### src/rtl/awg_param_ctrl.sv
// awg_param_ctrl: debounced four-key UI that edits the waveform generator parameters
// Ports: clk, rst_n (async active-low); key_mode/key_up/key_down/key_run raw keys;
// en, wave_sel, state_freq, state_amp, state_phase parameter registers;
// sel_field current edit field; update one-cycle pulse when a parameter changes.
module awg_param_ctrl #(
  parameter int DEB_CNT   = 20000,
  parameter int FREQ_MAX  = 4095,
  parameter int FREQ_DEF  = 1,
  parameter int AMP_DEF   = 4,
  parameter int PHASE_DEF = 0
) (
  input  logic        clk,
  input  logic        rst_n,
  input  logic        key_mode,
  input  logic        key_up,
  input  logic        key_down,
  input  logic        key_run,
  output logic        en,
  output logic [1:0]  wave_sel,
  output logic [11:0] state_freq,
  output logic [2:0]  state_amp,
  output logic [7:0]  state_phase,
  output logic [1:0]  sel_field,
  output logic        update
);
  localparam int CW = $clog2(DEB_CNT + 1);
  localparam logic [11:0] FMAX = 12'(FREQ_MAX);
  typedef enum logic [1:0] {F_FREQ, F_AMP, F_PHASE, F_WAVE} field_t;
  field_t state, state_n;
  logic [3:0] raw, s1, s2, deb, deb_d, evt;
  logic [CW-1:0] cnt [4];
  logic inc, dec, en_n, upd_n;
  logic [1:0] wave_n;
  logic [11:0] freq_n;
  logic [2:0] amp_n;
  logic [7:0] phase_n;
  assign raw = {key_run, key_down, key_up, key_mode};
  assign evt = deb & ~deb_d;
  always_ff @(posedge clk or negedge rst_n)
    if (!rst_n) begin
      s1 <= '0;
      s2 <= '0;
      deb_d <= '0;
    end else begin
      s1 <= raw;
      s2 <= s1;
      deb_d <= deb;
    end
  for (genvar g = 0; g < 4; g++) begin : g_deb
    // The level is accepted on the DEB_CNT-th consecutive differing cycle.
    always_ff @(posedge clk or negedge rst_n)
      if (!rst_n) begin
        cnt[g] <= '0;
        deb[g] <= 1'b0;
      end else if (s2[g] == deb[g]) begin
        cnt[g] <= '0;
      end else if (cnt[g] == CW'(DEB_CNT - 1)) begin
        cnt[g] <= '0;
        deb[g] <= s2[g];
      end else begin
        cnt[g] <= cnt[g] + CW'(1);
      end
  end
  // A mode event or an up/down collision suppresses editing.
  assign inc = evt[1] & ~evt[2] & ~evt[0];
  assign dec = evt[2] & ~evt[1] & ~evt[0];
  always_comb begin
    state_n = evt[0] ? field_t'(state + 2'd1) : state;
    freq_n  = (state != F_FREQ) ? state_freq :
              (inc && state_freq != FMAX) ? state_freq + 12'd1 :
              (dec && state_freq > 12'd1) ? state_freq - 12'd1 : state_freq;
    amp_n   = (state != F_AMP) ? state_amp :
              (inc && state_amp != 3'd7) ? state_amp + 3'd1 :
              (dec && state_amp != 3'd0) ? state_amp - 3'd1 : state_amp;
    phase_n = (state != F_PHASE) ? state_phase :
              inc ? state_phase + 8'd1 : dec ? state_phase - 8'd1 : state_phase;
    wave_n  = (state != F_WAVE) ? wave_sel :
              inc ? wave_sel + 2'd1 : dec ? wave_sel - 2'd1 : wave_sel;
    en_n    = en ^ evt[3];
    upd_n   = evt[3] | (freq_n != state_freq) | (amp_n != state_amp) |
              (phase_n != state_phase) | (wave_n != wave_sel);
  end
  always_ff @(posedge clk or negedge rst_n)
    if (!rst_n) state <= F_FREQ;
    else state <= state_n;
  always_ff @(posedge clk or negedge rst_n)
    if (!rst_n) begin
      en <= 1'b0;
      wave_sel <= '0;
      state_freq <= 12'(FREQ_DEF);
      state_amp <= 3'(AMP_DEF);
      state_phase <= 8'(PHASE_DEF);
      update <= 1'b0;
    end else begin
      en <= en_n;
      wave_sel <= wave_n;
      state_freq <= freq_n;
      state_amp <= amp_n;
      state_phase <= phase_n;
      update <= upd_n;
    end
  assign sel_field = state;
endmodule

### config.mk
export PLATFORM = sky130hd
export DESIGN_NAME = awg_param_ctrl
export DESIGN_NICKNAME = d
export VERILOG_FILES = /design/src/rtl/awg_param_ctrl.sv
export SDC_FILE = /design/constraint.sdc
export NUM_CORES = 1
export LEC_CHECK = 0
export ABC_CLOCK_PERIOD_IN_PS = 2570
export CAP_MARGIN = 10
export CORE_ASPECT_RATIO = 2
export CORE_MARGIN = 2
export CORE_UTILIZATION = 59
export CTS_CLUSTER_DIAMETER = 100
export DETAILED_ROUTE_END_ITERATION = 8
export PLACE_DENSITY_LB_ADDON = 0.05
export SYNTH_ARGS = -nofsm -noshare
export SYNTH_HDL_FRONTEND = slang
export SYNTH_SLANG_ARGS = --single-unit
### constraint.sdc
create_clock -name clk -period 2.57 [get_ports clk]
set_input_delay 0.3855 -clock clk [delete_from_list [all_inputs] [get_ports clk]]
set_output_delay 0.3855 -clock clk [all_outputs]
set_load 0.01 [all_outputs]
==> results.md <==
* Finished Core Util at between 60% and 70%
* Clk_skew at ~0.0092 ns
* I/O pins at 35
* Pwr/cell area at 518 nW/µm²
* Drt pass-1 iters at 4
* Postcts setup bufs at 0
* CTS H-tree depth at 3
* Core area at between 8000 and 9000 µm²
* Fin Setup TNS at 0 ns
* Core Rows at 48
* Peak VDD IR at about 0.48 mV
* Leak pwr at roughly 2.6 nW
* DR vias at 3841
* CTS max path bufs at 2
* Port buffer count at 34
* Crit Path Class: reg2reg
* Fin. Hold Viols at 0
* Mapped cell area at 5230 µm²
* Min Tclk post-route at ~2.3 ns
* Diodes inserted at 0
* DRC violations left at 0
* YS warnings at 0
* Via-to-Cell Ratio at 5.78
* CTS tree: yes
* Effective utilization at floorplan at between 60% and 70%
* Mean area per synthesized cell at approximately 10 µm²
* Pin count of the biggest net entering global routing at 44
* Synthesis-stage register bit count at between 100 and 150
* Slew Viols, Final at 0
* Critical path endpoint category: flop
* Initial antenna violation count at 0
* Post-synth EDFFs at 0
* Yosys cell types at 51
* Antenna-violating nets left at 0
* Clock Power Share at roughly 42%
* Initial DRC Count at 193
* Setup WS pre-CTS at approximately 0.31 ns
* Final setup viols at 0
* Share of post-route cells with drive strength above 1 at 6.38%
* GP Congestion at about 0.9
* Nets at 583
* Sw frac at 20.7%
* FMAX at around 440 MHz
* Max FO, Critical Path at 9
* Worst-margin pin slew at roughly 0.68 ns
* Clock latency on the worst-skew pair at approximately 0.34 ns
* Die outline width at about 71 µm
* Unrepaired setup endpoints after global routing: false
* Hold WC Path Type: in2async
* Synth Flop Type: dfrtp_1
* Gate power share at 3.0%
* Worst-path clk slew at ~0.07 ns
* Max Cap Viol at 0
* Final setup margin at around 0.27 ns
* Critical path data required time at 2.82 ns
* Reg2reg start: state_freq[0]$_DFF_PN1_
* Ys async rst share at 100%
* Height of the die at between 100 and 150 µm
* Flop pwr share at ~55%
* Post-cts repair resize count at 0
* Routed WL at slightly above 10000 µm
* Startpoint types: flop
* Psw at 0.641 mW
* Vias in the first global route at 3997
* Area grow syn2layout at 14.3%
* P_int at around 2.5 mW
* First-pass GRT wire length at 17300 µm
* Crit path launch: state_freq[0]$_DFF_PN1_
* Gr usage total at 22.4%
* Worst slew margin at roughly 54%
* Synth Instances at 522
* Hold buffers post-CTS at 0
* Fin crit share at about nine tenths
* Status: completed
* Post-DP HPWL at 7480 µm
* Clk root buf: clkbuf_16
* CTS Buf Count at 9
* Syn nets at 545
* Clk sinks at approximately 110
* Worst EP arrival at between 2 and 3 ns
* Die area at approximately 9700 µm²
* GRT overflow at 0
* WL/cell at about 15 µm
* Register area share after synthesis at between 50% and 60%
==> cells in the final DEF, fill, tap and decap left out, drive strengths merged, types with 10 or more instances in the layout <==
| cell | instances |
|---|---|
| dfrtp | 103 |
| o21ai | 12 |
| clkbuf | 12 |
| inv | 22 |
| nor3 | 21 |
| nand2 | 37 |
| nand2b | 10 |
| ha | 17 |
| and3 | 11 |
| nor2 | 74 |
| nand3 | 36 |
| xnor2 | 38 |
| xor2 | 40 |
| clkdlybuf4s50 | 33 |
| nand4 | 21 |
==> through the flow <==
step	area (µm²)	hold slack, ns	power [mW]	instances
2_1_floorplan	5230	0.0899	1.76	522
3_3_place_gp	5700	0.337	1.82	649
3_5_place_dp	5700	0.339	1.82	649
4_1_cts	5980	0.0407	3.13	664
5_1_grt	5980	0.0685	3.21	664
6_report	5980	0.0296	3.09	664
==> critical path, stage by stage, from the launching register on <==
cell	delay, ns
dfstp_2	0.62
inv_1	0.06
ha_1	0.22
or2_2	0.30
and3_1	0.20
nor4b_2	0.37
a2bb2o_1	0.32
mux2i_1	0.12
==> cell usage after synthesis (all sizes together) (4+ instances only) <==
cell	count	area (µm²)
nor4	9	56.3
a21boi	5	37.5
nand4	21	131
xnor2	38	333
nor2	74	278
and3	11	73.8
nor3	21	121
ha	17	213
o22ai	5	31.3
nor4b	5	50.0
o21ai	12	60.1
nand2	37	139
dfrtp	103	2580
nand3	36	185
buf	6	31.3
nand2b	10	62.6
mux2	4	45.0
xor2	40	350
inv	22	82.6
clkbuf	8	30.0
and4	4	35.0
==> layer usage <==
layer / vias to the layer above / GRT usage, % / part of all wire (%)
met4: 0 / 12.1 / 3.3
met1: 1867 / 23.5 / 38
met3: 27 / 3.58 / 2.2
met2: 75 / 42.2 / 56
met5: - / 0 / 0
li1: 1872 / - / -
==> final timing paths <==
kind                                            endpoint  slack [ns]  cells after the start
max in group asynchronous         state_amp[2]$_DFF_PN1_        1.89                      2
worst min register to register           s2[2]$_DFF_PN0_        0.35                      0
worst min-delay path            state_freq[11]$_DFF_PN0_        0.03                      1
worst max-delay path            state_freq[10]$_DFF_PN0_        0.27                      7
min in group clk                         s2[2]$_DFF_PN0_        0.35                      0
worst max register to register  state_freq[10]$_DFF_PN0_        0.27                      7
==> cells by family (layout without fill, tap and decap cells) <==
logic type	count (synthesis)	count (layout)	synth area share [%]
and+or+nand+nor	241	241	23.4
DFF	105	105	50.3
xor gates and xnor gates	78	78	13.1
AOI/OAI and AO/OA	39	39	5.19
buffers and inverters	36	78	2.75
adders and majority gates	17	17	4.06
muxes	6	6	1.24
==> area by class of cell <==
class                   instances  area (µm²)
multi-input cells             381        2460
flip-flops and latches        105        2630
clock inverters                 3        42.5
repair buffers                 41         403
inverters                      22        82.6
clock buffers                  12         236
well taps                     100         125
fillers                       674        2670
==> registers in the layout, indices dropped and copies added, names as in the netlist, 2 cells and up <==
| register | cells |
|---|---|
| cnt | 60 |
| deb | 4 |
| deb_d | 4 |
| s1 | 4 |
| s2 | 4 |
| sel_field | 2 |
| state_amp | 3 |
| state_freq | 12 |
| state_phase | 8 |
| wave_sel | 2 |
==> power by group through the flow <==
| stage | Clock, mW | Combinational [mW] | Sequential, mW |
|---|---|---|---|
| 5_1_grt | 1.40 | 0.109 | 1.69 |
| 3_5_place_dp | 0 | 0.0954 | 1.72 |
| 4_1_cts | 1.34 | 0.0963 | 1.69 |
| 2_1_floorplan | 0 | 0.0414 | 1.72 |
| 6_report | 1.31 | 0.0919 | 1.69 |
| 3_3_place_gp | 0 | 0.0929 | 1.72 |
Note: power is estimated with default switching activity, not from simulation.
